[src/rtl/alu_seq_pkg.sv]
// Shared types for the multi-byte ALU sequencer: ALU command encodings,
// sequencer states and the request-opcode legality check.
package alu_seq_pkg;

  typedef enum logic [2:0] {
    ALU_ADD  = 3'b000,
    ALU_LSL  = 3'b001,
    ALU_LSR  = 3'b010,
    ALU_NAND = 3'b011,
    ALU_SUB  = 3'b100,
    ALU_ADD2 = 3'b111
  } alu_cmd_t;

  typedef enum logic [1:0] {
    IDLE,
    RUN,
    DONE
  } seq_state_t;

  function automatic logic op_legal(input logic [2:0] op);
    return !((op == 3'b101) || (op == 3'b110));
  endfunction

endpackage

[src/rtl/alu_seq_ctrl_if.sv]
// Request/response channel between the execute stage (master) and the
// multi-byte ALU sequencer (slave).
interface alu_seq_ctrl_if #(
  parameter int NBYTES = 2
);
  localparam int W = 8 * NBYTES;

  logic         req_valid;
  logic         req_ready;
  logic [2:0]   req_op;
  logic [W-1:0] req_a;
  logic [W-1:0] req_b;
  logic         rsp_valid;
  logic         rsp_ready;
  logic [W-1:0] rsp_rslt;
  logic         rsp_carry;
  logic         rsp_zero;
  logic         rsp_pari;
  logic         rsp_err;

  modport master (
    output req_valid, req_op, req_a, req_b, rsp_ready,
    input  req_ready, rsp_valid, rsp_rslt, rsp_carry, rsp_zero, rsp_pari, rsp_err
  );

  modport slave (
    input  req_valid, req_op, req_a, req_b, rsp_ready,
    output req_ready, rsp_valid, rsp_rslt, rsp_carry, rsp_zero, rsp_pari, rsp_err
  );

endinterface

[src/rtl/alu_seq_lane_sel.sv]
// Byte-lane selector: maps the byte counter to a lane (LSB- or MSB-first)
// and extracts the A and (optionally inverted) B bytes for that lane.
module alu_seq_lane_sel #(
  parameter int NBYTES = 2,
  parameter int IW     = 1
) (
  input  logic [IW-1:0]         i_idx,
  input  logic                  i_msb_first,
  input  logic                  i_inv_b,
  input  logic [8*NBYTES-1:0]   i_a,
  input  logic [8*NBYTES-1:0]   i_b,
  output logic [IW-1:0]         o_lane,
  output logic [7:0]            o_a_byte,
  output logic [7:0]            o_b_byte
);

  localparam logic [IW-1:0] LAST = IW'(NBYTES - 1);

  always_comb begin
    o_lane   = i_msb_first ? (LAST - i_idx) : i_idx;
    o_a_byte = i_a[o_lane*8 +: 8];
    o_b_byte = i_inv_b ? ~i_b[o_lane*8 +: 8] : i_b[o_lane*8 +: 8];
  end

endmodule

[src/rtl/alu_seq_ctrl.sv]
// Multi-byte arithmetic sequencer: accepts one NBYTES-wide operation and
// issues one 8-bit ALU op per cycle, chaining carry and folding zero/parity.
module alu_seq_ctrl
  import alu_seq_pkg::*;
#(
  parameter int NBYTES = 2
) (
  input  logic               clk,
  input  logic               reset,
  alu_seq_ctrl_if.slave      bus,
  output logic [2:0]         alu_cmd,
  output logic [7:0]         alu_inA,
  output logic [7:0]         alu_inB,
  output logic               alu_sc_i,
  input  logic [7:0]         alu_rslt,
  input  logic               alu_sc_o,
  input  logic               alu_zero,
  input  logic               alu_pari
);

  localparam int W  = 8 * NBYTES;
  localparam int IW = (NBYTES > 1) ? $clog2(NBYTES) : 1;
  localparam logic [IW-1:0] LAST = IW'(NBYTES - 1);

  seq_state_t    r_state, w_next;
  alu_cmd_t      r_op;
  logic [W-1:0]  r_a, r_b, r_res;
  logic [IW-1:0] r_idx;
  logic          r_carry, r_zacc, r_pacc, r_err;

  logic          r_rsp_valid, r_rsp_carry, r_rsp_zero, r_rsp_pari, r_rsp_err;
  logic [W-1:0]  r_rsp_rslt;

  logic          w_accept, w_legal, w_last;
  logic [IW-1:0] w_lane;
  logic [7:0]    w_a_byte, w_b_byte;
  alu_cmd_t      w_cmd;

  assign bus.req_ready = (r_state == IDLE) & ~reset;
  assign w_accept      = bus.req_valid & bus.req_ready;
  assign w_legal       = op_legal(bus.req_op);
  assign w_last        = (r_idx == LAST);

  assign bus.rsp_valid = r_rsp_valid;
  assign bus.rsp_rslt  = r_rsp_rslt;
  assign bus.rsp_carry = r_rsp_carry;
  assign bus.rsp_zero  = r_rsp_zero;
  assign bus.rsp_pari  = r_rsp_pari;
  assign bus.rsp_err   = r_rsp_err;

  alu_seq_lane_sel #(
    .NBYTES (NBYTES),
    .IW     (IW)
  ) u_lane_sel (
    .i_idx       (r_idx),
    .i_msb_first (r_op == ALU_LSR),
    .i_inv_b     (r_op == ALU_SUB),
    .i_a         (r_a),
    .i_b         (r_b),
    .o_lane      (w_lane),
    .o_a_byte    (w_a_byte),
    .o_b_byte    (w_b_byte)
  );

  always_ff @(posedge clk or posedge reset) begin
    if (reset) r_state <= IDLE;
    else       r_state <= w_next;
  end

  always_comb begin
    w_next = r_state;
    unique case (r_state)
      IDLE: if (w_accept) w_next = w_legal ? RUN : DONE;
      RUN:  if (w_last) w_next = DONE;
      DONE: if (r_rsp_valid && bus.rsp_ready) w_next = IDLE;
      default: w_next = IDLE;
    endcase
  end

  // SUB is issued as ADD of ~B with carry-in 1; the ALU SUB code is never used.
  always_comb begin
    w_cmd    = ALU_ADD;
    alu_inA  = '0;
    alu_inB  = '0;
    alu_sc_i = 1'b0;
    if (r_state == RUN) begin
      alu_inA = w_a_byte;
      unique case (r_op)
        ALU_LSL, ALU_LSR: begin
          w_cmd    = r_op;
          alu_sc_i = r_carry;
        end
        ALU_NAND: begin
          w_cmd   = ALU_NAND;
          alu_inB = w_b_byte;
        end
        default: begin
          w_cmd    = ALU_ADD;
          alu_inB  = w_b_byte;
          alu_sc_i = r_carry;
        end
      endcase
    end
  end

  assign alu_cmd = w_cmd;

  // Response registers load on the first DONE cycle, so rsp_valid trails DONE entry by one edge.
  always_ff @(posedge clk or posedge reset) begin
    if (reset) begin
      r_op        <= ALU_ADD;
      r_a         <= '0;
      r_b         <= '0;
      r_res       <= '0;
      r_idx       <= '0;
      r_carry     <= 1'b0;
      r_zacc      <= 1'b0;
      r_pacc      <= 1'b0;
      r_err       <= 1'b0;
      r_rsp_valid <= 1'b0;
      r_rsp_rslt  <= '0;
      r_rsp_carry <= 1'b0;
      r_rsp_zero  <= 1'b0;
      r_rsp_pari  <= 1'b0;
      r_rsp_err   <= 1'b0;
    end else begin
      unique case (r_state)
        IDLE: begin
          if (w_accept) begin
            if (!w_legal)                          r_op <= ALU_ADD;
            else if (bus.req_op == 3'(ALU_ADD2))   r_op <= ALU_ADD;
            else                                   r_op <= alu_cmd_t'(bus.req_op);
            r_a     <= bus.req_a;
            r_b     <= bus.req_b;
            r_res   <= '0;
            r_idx   <= '0;
            r_carry <= w_legal && (bus.req_op == 3'(ALU_SUB));
            r_zacc  <= 1'b1;
            r_pacc  <= 1'b0;
            r_err   <= ~w_legal;
          end
        end
        RUN: begin
          r_res[w_lane*8 +: 8] <= alu_rslt;
          r_carry <= (r_op == ALU_NAND) ? 1'b0 : alu_sc_o;
          r_zacc  <= r_zacc & alu_zero;
          r_pacc  <= r_pacc ^ alu_pari;
          r_idx   <= w_last ? '0 : r_idx + 1'b1;
        end
        DONE: begin
          if (!r_rsp_valid) begin
            r_rsp_valid <= 1'b1;
            r_rsp_rslt  <= r_res;
            r_rsp_carry <= r_carry;
            r_rsp_zero  <= r_zacc;
            r_rsp_pari  <= r_pacc;
            r_rsp_err   <= r_err;
          end else if (bus.rsp_ready) begin
            r_rsp_valid <= 1'b0;
            r_rsp_rslt  <= '0;
            r_rsp_carry <= 1'b0;
            r_rsp_zero  <= 1'b0;
            r_rsp_pari  <= 1'b0;
            r_rsp_err   <= 1'b0;
          end
        end
        default: ;
      endcase
    end
  end

endmodule
[src/flat_wrapper.sv]
// flat-port wrapper written by rule: the top's interface ports become plain ports
module alu_seq_ctrl_flat import alu_seq_pkg::*;
#(
  parameter int NBYTES = 2
)
  (clk, reset, alu_cmd, alu_inA, alu_inB, alu_sc_i, alu_rslt, alu_sc_o, alu_zero, alu_pari, bus_req_valid, bus_req_op, bus_req_a, bus_req_b, bus_rsp_ready, bus_req_ready, bus_rsp_valid, bus_rsp_rslt, bus_rsp_carry, bus_rsp_zero, bus_rsp_pari, bus_rsp_err);
  alu_seq_ctrl_if #(.NBYTES(NBYTES)) bus_i ();
  input  logic clk;
  input  logic reset;
  output logic [2:0] alu_cmd;
  output logic [7:0] alu_inA;
  output logic [7:0] alu_inB;
  output logic alu_sc_i;
  input  logic [7:0] alu_rslt;
  input  logic alu_sc_o;
  input  logic alu_zero;
  input  logic alu_pari;
  input wire logic [$bits(bus_i.req_valid)-1:0] bus_req_valid;
  input wire logic [$bits(bus_i.req_op)-1:0] bus_req_op;
  input wire logic [$bits(bus_i.req_a)-1:0] bus_req_a;
  input wire logic [$bits(bus_i.req_b)-1:0] bus_req_b;
  input wire logic [$bits(bus_i.rsp_ready)-1:0] bus_rsp_ready;
  output wire logic [$bits(bus_i.req_ready)-1:0] bus_req_ready;
  output wire logic [$bits(bus_i.rsp_valid)-1:0] bus_rsp_valid;
  output wire logic [$bits(bus_i.rsp_rslt)-1:0] bus_rsp_rslt;
  output wire logic [$bits(bus_i.rsp_carry)-1:0] bus_rsp_carry;
  output wire logic [$bits(bus_i.rsp_zero)-1:0] bus_rsp_zero;
  output wire logic [$bits(bus_i.rsp_pari)-1:0] bus_rsp_pari;
  output wire logic [$bits(bus_i.rsp_err)-1:0] bus_rsp_err;
  assign bus_i.req_valid = bus_req_valid;
  assign bus_i.req_op = bus_req_op;
  assign bus_i.req_a = bus_req_a;
  assign bus_i.req_b = bus_req_b;
  assign bus_i.rsp_ready = bus_rsp_ready;
  assign bus_req_ready = bus_i.req_ready;
  assign bus_rsp_valid = bus_i.rsp_valid;
  assign bus_rsp_rslt = bus_i.rsp_rslt;
  assign bus_rsp_carry = bus_i.rsp_carry;
  assign bus_rsp_zero = bus_i.rsp_zero;
  assign bus_rsp_pari = bus_i.rsp_pari;
  assign bus_rsp_err = bus_i.rsp_err;
  alu_seq_ctrl #(.NBYTES(NBYTES)) u_core (.clk(clk), .reset(reset), .bus(bus_i), .alu_cmd(alu_cmd), .alu_inA(alu_inA), .alu_inB(alu_inB), .alu_sc_i(alu_sc_i), .alu_rslt(alu_rslt), .alu_sc_o(alu_sc_o), .alu_zero(alu_zero), .alu_pari(alu_pari));
endmodule
[config.mk]
export PLATFORM = sky130hd
export DESIGN_NAME = alu_seq_ctrl_flat
export DESIGN_NICKNAME = d
export VERILOG_FILES = /design/src/rtl/alu_seq_pkg.sv /design/src/rtl/alu_seq_ctrl_if.sv /design/src/rtl/alu_seq_lane_sel.sv /design/src/rtl/alu_seq_ctrl.sv /design/src/flat_wrapper.sv
export SDC_FILE = /design/constraint.sdc
export NUM_CORES = 1
export LEC_CHECK = 0
export ABC_AREA = 1
export CORE_ASPECT_RATIO = 0.9
export CORE_UTILIZATION = 49
export CTS_CLUSTER_SIZE = 20
export DETAILED_ROUTE_END_ITERATION = 12
export PLACE_DENSITY = 0.88
export RECOVER_POWER = 25
export SYNTH_ARGS = -nofsm -noshare
export SYNTH_HDL_FRONTEND = slang
export SYNTH_SLANG_ARGS = --single-unit
[constraint.sdc]
create_clock -name clk -period 3.01 [get_ports clk]
set_input_delay 0.602 -clock clk [delete_from_list [all_inputs] [get_ports clk]]
set_output_delay 0.602 -clock clk [all_outputs]
set_load 0.1 [all_outputs]
Yosys cells after proc, flatten, opt, wreduce, memory -nomap -nowiden --
Cells that the tools add are included.
Operators by class: bitwise operators 6, multiplexer cells 37, eq/ne operators 14, shift-type cells 4, add/subtract/negate cells 3, reductions and logical operators 11
Operators by type and width (count):
- $mux W16 | 3
- $neg A4 Y34 | 1
- $shift A8 B34 Y16 const A | 1
- $shiftx A8 B34 Y16 | 1
- $mux W8 | 4
- $pmux W16 S2 | 1
- $shiftx A16 B5 Y8 | 2
- $bwmux W16 | 1
- $eq A3 B3 Y1 const B | 5
- $mux W1 | 15
- $mux W3 | 3
- $mux W2 | 4
- $not A8 Y8 | 1
- $pmux W1 S2 | 4
- $eq A3 B2 Y1 const B | 2
- $ne A2 B1 Y1 const B | 3
- $pmux W2 S3 | 1
- $pmux W3 S2 | 1
- $reduce_and A2 Y1 | 3
- $and A1 B1 Y1 | 3
- $eq A3 B1 Y1 const B | 1
- $reduce_and A3 Y1 | 1
- $eq A2 B1 Y1 const B | 1
- $eq A2 B2 Y1 const B | 1
- 11 further kinds | 12
Storage, ports and cells: register bits after elaboration 79, input port bits 50, output and inout port bits 42, logic and storage cells 91

Longest topological paths before layout --
Gate-level depths: netlist (run 1).
depth in word-level cells 7, mapped depth 9, gate-level depth less buffers 8

By module --
Synthesis (run 1) repeated with hierarchy kept, for this count alone.
Unflattened totals: cell total of the unflattened synthesis 498, area total of the unflattened synthesis 3888.7 sq um
By module, submodules not included:
- alu_seq_ctrl | area an instance 3377.0 sq um, times used 1, cells each 397, seq. area each 1976.9 sq um
- alu_seq_lane_sel | area an instance 511.7 sq um, times used 1, cells each 101, seq. area each 0.0 sq um

Worst setup path after synthesis (run 1) --
OpenSTA, ideal clock, no wires.
path type flip-flop to output port, from register u_core.r_op[2], to output alu_inA[3], data required time 2.408 ns, arrival time 3.001 ns, path buffers 0, path slack -0.593 ns, cell stages (with the launch flop) 6, cell sequence dfrtp_1 > inv_2 > nand3_2 > nand2_4 > nand3_2 > o21ai_0
Between the ends: word-level cells in the longest chain between the ends 4
RTL lines:
- start, declared | RTL line alu_seq_ctrl.sv:26 | alu_cmd_t r_op;
- start signal, assigned | RTL line alu_seq_ctrl.sv:132 | else r_op <= alu_cmd_t'(bus.req_op);
- $eq A3 B2 Y1 | RTL line alu_seq_ctrl.sv:56 | .i_msb_first (r_op == ALU_LSR),
- $mux W1 | RTL line alu_seq_lane_sel.sv:20 | o_lane = i_msb_first ? (LAST - i_idx) : i_idx;
- $shiftx A16 B5 Y8 | RTL line alu_seq_lane_sel.sv:21 | o_a_byte = i_a[o_lane*8 +: 8];
- $mux W8 | RTL line alu_seq_ctrl.sv:86 | if (r_state == RUN) begin
- end, declared | RTL line flat_wrapper.sv:11 | output logic [7:0] alu_inA;
Every way passes these cells.

Worst setup path in the final report (run 1) --
from register u_core.r_op[2], to output alu_inB[7]
Between the ends: word-level cells in the longest chain between the ends 7, elaborated cells on any way between the ends 10, those cells by class eq/ne: 3; shift: 1; mux: 4; bitwise: 1; reduce/logical: 1
RTL lines:
- $eq A3 B2 Y1 | RTL line alu_seq_ctrl.sv:56, alu_seq_ctrl.sv:88
- $mux W1 | RTL line alu_seq_lane_sel.sv:20
- $shiftx A16 B5 Y8 | RTL line alu_seq_lane_sel.sv:22 | o_b_byte = i_inv_b ? ~i_b[o_lane*8 +: 8] : i_b[o_lane*8 +: 8];
- $not A8 Y8 | RTL line alu_seq_lane_sel.sv:22
- $mux W8 | RTL line alu_seq_lane_sel.sv:22
- $mux W8 * | RTL line alu_seq_ctrl.sv:88 | unique case (r_op)
- $mux W8 * | RTL line alu_seq_ctrl.sv:86
- end, declared | RTL line flat_wrapper.sv:12 | output logic [7:0] alu_inB;
Mark *: on every way between the ends. The rest lies on a longest branch, timed or not.

==> impl_metrics.ini, run 1 <==
[run_status]
status = complete, but fails checks
violations = DRC, capacitance limit, slew limit

[floorplan]
start_util_pct = 50.7
die_y_um = 82.9
io_pins = 92
dieArea_mm2 = 0.00763
die_w_um = 91.9
placementRows = 29
core_region_area_mm2 = 0.00704

[placement]
dp.final_hpwl_um = 6150
gp_congestion = 0.856
dpl_cell_area_mm2 = 0.00466
place_inst = 588
io_buffer_count = 90

[timing]
fmax_mhz = 362
tightestPinTransition_ns = 1.61
slew_violations = 38
fin_hold_ws_ns = 0.483
slew_headroom_pct = -7.65
final_hold_viol_count = 0
fin_crit_ns = 2.76
fin_crit_sh_pct = 91.7
fin_skew_ns = 0.00776
finalSetupViolCount = 0
rsz0062_at_grt = no

[route]
drt_pre_antenna_iters = 8
routed_via_density = 5.25
routed_wl_um = 8610
drt_iter0_drc = 252
drc = 2
drtAntennaViolNets = 0
vias = 3174
routedWlPerCell_um = 14.3

[global_route]
grt_start_max_net_pins = 44
grt-ovfl-total = 0
antenna_found_initial = 0
grt_pass1_vias = 3100
grt_pass1_wl_um = 14600
grt_use_total_pct = 24.7

[critical_path]
cp_data_required_time_ns = 2.41
critPathKind = reg -> out
end_kind = primary output
crit_arrival_ns = 2.16
start_kind = flip-flop
crit_fanout = 25

[final_layout]
layout-drive-gt1-share_pct = 16.0
final_nets = 556
instances_no_fill = 604
fin_area_mm2 = 0.00487
final_util_pct = 69.2
area_growth_pct = 36.5
antenna_cells = 0

[pwr]
p_leak_nw = 2.31
ir_worst_vdd_uv = 636
powerDensity_mw_per_mm2 = 1210

[logic_synthesis]
synth_area_mm2 = 0.00357
syn_inst = 420
netlist.area_leader.share_pct = 55.4
synth_largest_area_cell = dfrtp_1
synth_seq_cells = 79
synth_ff_type = dfrtp_1
ys_warn_count = 0
syn_nets = 470
synthArstFlopShare_pct = 100
synth.area.top_cells = dfrtp_1 (55%), nand2_1 (14%), nand3_1 (8.1%), o21ai_1 (4.5%), o21ai_0 (3.5%)
synth.distinct_cells = 23
synth_edf_count = 0
syn_avg_cell_area_um2 = 8.49
ys_seq_area_share_pct = 55.4

[flow_run]
maxCapViolCount = 1

[clock_tree]
cts_made_buffers = 9
cts_resized = 0
cts_setup_buffers = 0
clkTransAtPathRegs_ns = 0.08
numClockSinks = 79
cts_root_buf = clkbuf_8
clock_latency_ns = 0.35
cts_tree = done
htreeDepth = 3
clockBufferDepth = 2
postCtsHoldBufs = 0

[worst_hold_path]
holdCritPathClass = reg -> reg
==> logic make-up after synthesis <==
logic type	synth area share, %
other	0.105
AOI/OAI and AO/OA	10.3
buffers and inverters	7.23
and+or+nand+nor	27.0
DFF	55.4
==> routing by layer <==
layer	global-route usage (%)	part of all wire [%]	up-vias
met2	40.4	51	121
met1	32.8	42	1504
li1	-	-	1540
met4	6.82	1.2	0
met3	6.50	6.5	9
met5	0	0	-
==> synth_stat cells (3+ instances only) <==
library cell  count
inv_1            30
nand2_1         130
buf_4             9
o21ai_0          25
dfrtp_1          79
nor2_1           11
nor3_1            3
nand3_1          58
a21oi_1           9
nand2_2           5
inv_2             6
buf_2             5
o21ai_1          32
clkbuf_1          5
==> cells in the final DEF (no fill, tap or decap), types with 3 or more instances in the layout <==
master and instances:
a21oi_1 9, buf_12 20, buf_4 25, clkbuf_8 9
clkdlybuf4s50_1 47, dfrtp_1 79, inv_1 29, inv_2 6
nand2_1 130, nand2_2 5, nand3_1 58, nor2_1 11
nor3_1 3, o21ai_0 25, o21ai_1 32
==> worst paths after layout <==
| check | from | to | slack (ns) | cells past startpoint |
|---|---|---|---|---|
| max | u_core.r_op[2] | alu_inB[7] | 0.25 | 8 |
| min | u_core.r_b[0] | u_core.r_b[0] | 0.48 | 2 |
| max reg2reg | u_core.r_state[1] | u_core.bus.rsp_rslt[6] | 1.02 | 5 |
| min reg2reg | u_core.r_b[0] | u_core.r_b[0] | 0.48 | 2 |
| max in group asynchronous | reset | u_core.r_a[8] | 0.57 | 3 |
| min in group asynchronous | reset | u_core.r_a[1] | 1.14 | 2 |
==> critical path, stage by stage (launching register included) <==
cell     delay (ns)
dfrtp_1        0.46
inv_2          0.16
nand4_4        0.19
nand2_4        0.33
nand2_1        0.13
nand3_1        0.09
nand2_1        0.06
nor2_1         0.19
buf_12         0.21
==> report_power, final <==
part	switching, mW	internal (mW)	total [mW]
Clock	0.394	0.473	0.867
Sequential	0.291	1.52	1.81
Combinational	2.33	0.867	3.19
Total	3.01	2.86	5.88
==> layout make-up <==
class / instances / area (µm²)
Fill cell: 530 / 2170
Sequential cell: 79 / 1980
Multi-Input combinational cell: 285 / 1330
Timing Repair Buffer: 95 / 1090
Inverter: 36 / 136
Clock buffer: 10 / 128
Tap cell: 93 / 116
Clock inverter: 6 / 92.6
==> flip-flops by register name, indices dropped and copies added (netlist names) <==
register              flops
u_core.r_pacc             1
u_core.bus.rsp_pari       1
u_core.r_idx              1
u_core.r_zacc             1
u_core.r_carry            1
u_core.bus.rsp_err        1
u_core.bus.rsp_carry      1
u_core.r_state            2
u_core.bus.rsp_rslt      16
u_core.bus.rsp_zero       1
u_core.r_b               16
u_core.r_res             16
u_core.bus.rsp_valid      1
u_core.r_a               16
u_core.r_err              1
u_core.r_op               3
==> through the flow <==
step | power (mW) | setup WS (ns) | TNS [ns]
after CTS | 5.89 | 0.238 | 0
final | 5.88 | 0.250 | 0
after global routing | 6.20 | 0.0444 | 0
after global placement | 4.92 | 0.683 | 0
after detailed placement | 5.00 | 0.596 | 0
after floorplan | 4.16 | -0.593 | -3.61
No activity file was read; power rests on OpenSTA's default activity.
==> inputs of run 2 (changes only) <==
Settings changed: REMOVE_ABC_BUFFERS from default to 1.
==> run 2 against run 1 <==
The run now ends clean. Non-clock buffer count up 1. Register-to-register slack better by 0.08 ns. Core utilization down 0.14 points. Combinational power about the same. Sequential power about the same. Maximum frequency down 2.4%. Critical path depth unchanged. Flip-flop and latch count unchanged. Clock skew down 0.00062 ns. Via count about the same.
==> impl_metrics.ini, run 2 (same netlist as run 1, synthesis figures left out) <==
[floorplan]
io_pins = 92
placementRows = 29
die_w_um = 91.9
dieArea_mm2 = 0.00763
core_region_area_mm2 = 0.00704
start_util_pct = 50.7
die_y_um = 82.9

[clock_tree]
numClockSinks = 79
postCtsHoldBufs = 0
htreeDepth = 3
cts_tree = done
cts_root_buf = clkbuf_8
clkTransAtPathRegs_ns = 0.08
clock_latency_ns = 0.35
cts_made_buffers = 9
clockBufferDepth = 2
cts_resized = 0
cts_setup_buffers = 0

[route]
drt_iter0_drc = 247
drt_pre_antenna_iters = 5
routed_wl_um = 8570
routedWlPerCell_um = 14.2
drtAntennaViolNets = 0
vias = 3171
drc = 0
routed_via_density = 5.24

[pwr]
switching_share_pct = 51.9
p_seq_share_pct = 30.9
clkPwrFrac_pct = 13.5
ir_worst_vdd_uv = 560
p_switching_mw = 3.01
internal_power_mw = 2.78
p_leak_nw = 2.29
p_comb_share_pct = 55.6
power_mw = 5.79
powerDensity_mw_per_mm2 = 1190

[critical_path]
crit_arrival_ns = 2.23
cp_data_required_time_ns = 2.41
end_kind = primary output
start_kind = flip-flop
r2r_slack_ns = 1.10
crit_fanout = 25
critPathKind = reg -> out

[timing]
fin_crit_ns = 2.83
finalSetupTns_ns = 0
fmax_mhz = 353
rsz0062_at_grt = no
tightestPinTransition_ns = 1.14
fin_crit_sh_pct = 94.0
finalSetupViolCount = 0
final_hold_viol_count = 0
slew_headroom_pct = 23.9
fin_skew_ns = 0.00714
slew_violations = 0

[global_route]
met2_usage_pct = 38.7
antenna_found_initial = 0
grt_use_met1_pct = 32.6
use_met3_pct = 4.03
grt_pass1_vias = 3035
grt_use_total_pct = 23.8
grt_start_max_net_pins = 39
grt-ovfl-total = 0
grt.busiest_layer = met2
grt_pass1_wl_um = 14400

[final_layout]
final_common_cell = nand2_1
antenna_cells = 0
area_growth_pct = 36.2
final_nets = 557
final_cell_mix = nand2_1 (130), dfrtp_1 (79), nand3_1 (58), clkdlybuf4s50_1 (47), o21ai_1 (32)
fin_area_mm2 = 0.00486
layout-drive-gt1-share_pct = 15.8

[flow_run]
maxCapViolCount = 0

[worst_hold_path]
holdCritPathClass = reg -> reg

[placement]
dp.final_hpwl_um = 6080
dpl_cell_area_mm2 = 0.00467
gp_congestion = 0.779
io_buffer_count = 90

[run_status]
status = finished clean
[run 2: cell types whose count changed in the layout (fill, tap and decap cells not counted), sizes merged]
cell / change
bufinv: -1
clkbuf: +1
clkinv: +1
clkinvlp: +1
inv: -1
[run 2: routing by layer]
metal,up-vias,share of wire (%)
met5,-,0
li1,1538,-
met1,1482,44
met3,14,6.2
met4,0,1.7
met2,137,48
[run 2: cell type report]
type / count / area, µm²
fillers: 547 / 2180
flip-flops and latches: 79 / 1980
multi-input cells: 285 / 1330
repair buffers: 96 / 1100
inverters: 36 / 136
clock buffers: 10 / 128
well taps: 93 / 116
clock inverters: 6 / 70.1
[run 2: power groups by stage]
| stage | Sequential [mW] | Combinational [mW] | Clock (mW) |
|---|---|---|---|
| final | 1.79 | 3.22 | 0.782 |
| after global routing | 1.84 | 3.43 | 0.840 |
| after CTS | 1.79 | 3.23 | 0.794 |
| after detailed placement | 1.81 | 3.20 | 0 |
| after global placement | 1.78 | 3.13 | 0 |
| after floorplan | 2.52 | 1.54 | 0 |
[run 2: critical path, cell delays in order (launching register included)]
cell and delay (ns):
dfrtp_1 0.46, inv_2 0.16, nand4_4 0.20, nand2_4 0.34
nand2_1 0.11, nand3_1 0.09, nand2_1 0.06, nor2_1 0.23
buf_12 0.22
[run 2: path summary, 6_finish.rpt]
kind / endpoint / from / depth (start not counted)
hold / removal: u_core.r_b[15] / u_core.r_b[15] / 2
setup reg to reg: u_core.bus.rsp_rslt[2] / u_core.r_state[1] / 5
max in group asynchronous: u_core.bus.rsp_rslt[6] / reset / 3
min in group asynchronous: u_core.bus.rsp_carry / reset / 2
setup / recovery: alu_inB[1] / u_core.r_op[2] / 8
hold reg to reg: u_core.r_b[15] / u_core.r_b[15] / 2
[run 2: stage by stage]
stage	std cells	util, %	setup WS [ns]	hold slack, ns
finish	605	69.0	0.181	0.483
global route	605	69.0	0.0679	0.502
CTS	605	69.1	0.188	0.486
detailed placement	589	66.3	0.590	0.466
global placement	589	66.3	0.624	0.463
floorplan	400	-	-0.708	0.449
==> inputs of run 3 (changes only) <==
Settings changed: CORE_MARGIN from default to 4.
==> run 3 against run 2 <==
Register-to-register slack improved by 0.03 ns. Global-route usage is 2.3 points lower. Clock skew grew 0.00090 ns. Sequential share of layout area is 0.28 points higher. Sequential power is essentially flat. Clock power fell by 4.7%. Maximum frequency grew 3.4%. Hold slack better by 0.0013 ns. Critical path depth unchanged. Non-clock buffer count is 1 lower. Die area up 14%. Highest routed layer unchanged.
==> impl_metrics.ini, run 3 (same netlist as run 1, synthesis figures left out) <==
[clock_tree]
clkTransAtPathRegs_ns = 0.07
numClockSinks = 79
cts_made_buffers = 9
clockBufferDepth = 2
postCtsHoldBufs = 0
cts_resized = 0
cts_setup_buffers = 0
cts_tree = done
htreeDepth = 3
cts_root_buf = clkbuf_8
clock_latency_ns = 0.35

[route]
vias = 3134
drt_pre_antenna_iters = 4
drtAntennaViolNets = 0
routed_wl_um = 8770
drc = 0
routedWlPerCell_um = 14.5
drt_iter0_drc = 197
routed_via_density = 5.20

[global_route]
grt_use_total_pct = 21.5
antenna_found_initial = 0
grt-ovfl-total = 0
grt_pass1_vias = 3199
grt_start_max_net_pins = 39
grt_pass1_wl_um = 15000

[critical_path]
crit_slowest_cell = dfrtp_1
cp_data_required_time_ns = 2.41
crit_top_cell = nand2_1
start_kind = flip-flop
crit_family = simple AND/OR/NAND/NOR gates
end_kind = primary output
slowest_delay_ns = 0.45
critPathBufInv = 2
critPathKind = reg -> out
crit_arrival_ns = 2.13
crit_fanout = 25
crit_chain = inv_2 > nand4_4 > nand2_4 > nand2_1 > nand3_1 > nand2_1 > nor2_1 > buf_12

[final_layout]
instances_no_fill = 603
area_growth_pct = 35.3
multi_input_area_mm2 = 0.00133
antenna_cells = 0
seq_area_mm2 = 0.00198
final_nets = 556
final_cell_mix = nand2_1 (130), dfrtp_1 (79), nand3_1 (58), clkdlybuf4s50_1 (47), o21ai_1 (32)
final_common_cell = nand2_1
layout-drive-gt1-share_pct = 15.7
nFillCells = 579

[timing]
slew_headroom_pct = 11.3
slew_violations = 0
tightestPinTransition_ns = 1.32
fin_crit_ns = 2.74
finalSetupViolCount = 0
fin_skew_ns = 0.00805
rsz0062_at_grt = no
final_hold_viol_count = 0
fin_crit_sh_pct = 90.9
fmax_mhz = 365

[pwr]
p_leak_nw = 2.29
powerDensity_mw_per_mm2 = 1190
power_mw = 5.73
ir_worst_vdd_uv = 643

[floorplan]
dieArea_mm2 = 0.00871
die_y_um = 88.9
core_region_area_mm2 = 0.00708
placementRows = 29
die_w_um = 97.9
start_util_pct = 50.4
io_pins = 92

[placement]
place_inst = 588
gp_congestion = 0.901
dp.final_hpwl_um = 6280
io_buffer_count = 90

[flow_run]
maxCapViolCount = 0

[worst_hold_path]
holdCritPathClass = reg -> reg

[run_status]
status = finished clean
==> run 3: metal layers <==
layer	global-route usage, %	vias up	share of wire, %	wire length (µm)
li1	-	1532	-	-
met1	28.2	1456	43	3780
met2	34.3	128	46	4020
met3	5.54	18	8.7	766
met4	9.56	0	2.4	207
met5	0	-	0	0
==> run 3: final timing paths <==
| kind | cells after the start | slack, ns | end | startpoint |
|---|---|---|---|---|
| worst max register to register | 5 | 1.13 | u_core.bus.rsp_rslt[15] | u_core.r_state[1] |
| worst max-delay path | 8 | 0.27 | alu_inB[7] | u_core.r_op[2] |
| worst min register to register | 2 | 0.48 | u_core.r_b[10] | u_core.r_b[10] |
| worst min-delay path | 2 | 0.48 | u_core.r_b[10] | u_core.r_b[10] |
| max in group asynchronous | 3 | 0.63 | u_core.r_a[5] | reset |
| min in group asynchronous | 2 | 1.03 | u_core.r_state[0] | reset |
==> run 3: per-stage QoR <==
| step | util, % | worst slack [ns] | setup TNS, ns | hold slack [ns] | instance area, µm² |
|---|---|---|---|---|---|
| 6_report | 68.2 | 0.273 | 0 | 0.484 | 4820 |
| 5_1_grt | 68.2 | 0.0943 | 0 | 0.516 | 4820 |
| 4_1_cts | 68.4 | 0.249 | 0 | 0.485 | 4840 |
| 3_5_place_dp | 65.9 | 0.621 | 0 | 0.466 | 4660 |
| 3_3_place_gp | 65.9 | 0.731 | 0 | 0.463 | 4660 |
| 2_1_floorplan | - | -0.708 | -16.98 | 0.449 | 3440 |
==> run 3: where the power goes <==
| part | leakage, nW | internal (mW) | switching (mW) |
|---|---|---|---|
| logic | 1.18 | 0.865 | 2.32 |
| registers | 1.02 | 1.52 | 0.275 |
| clock network | 0.0892 | 0.377 | 0.368 |
==> run 3: area by class of cell <==
type	count	share of cell area [%]
Sequential cell	79	41.0
Multi-Input combinational cell	285	27.6
Timing Repair Buffer	95	22.5
Inverter	36	2.83
Clock buffer	11	2.72
Tap cell	93	2.41
Clock inverter	4	0.985
==> run 3: worst min-delay path: cells and delay by family (launching register included) <==
kind / cells / cell delay (ns)
flip-flops: 1 / 0.35
AND/OR/NAND/NOR: 2 / 0.10
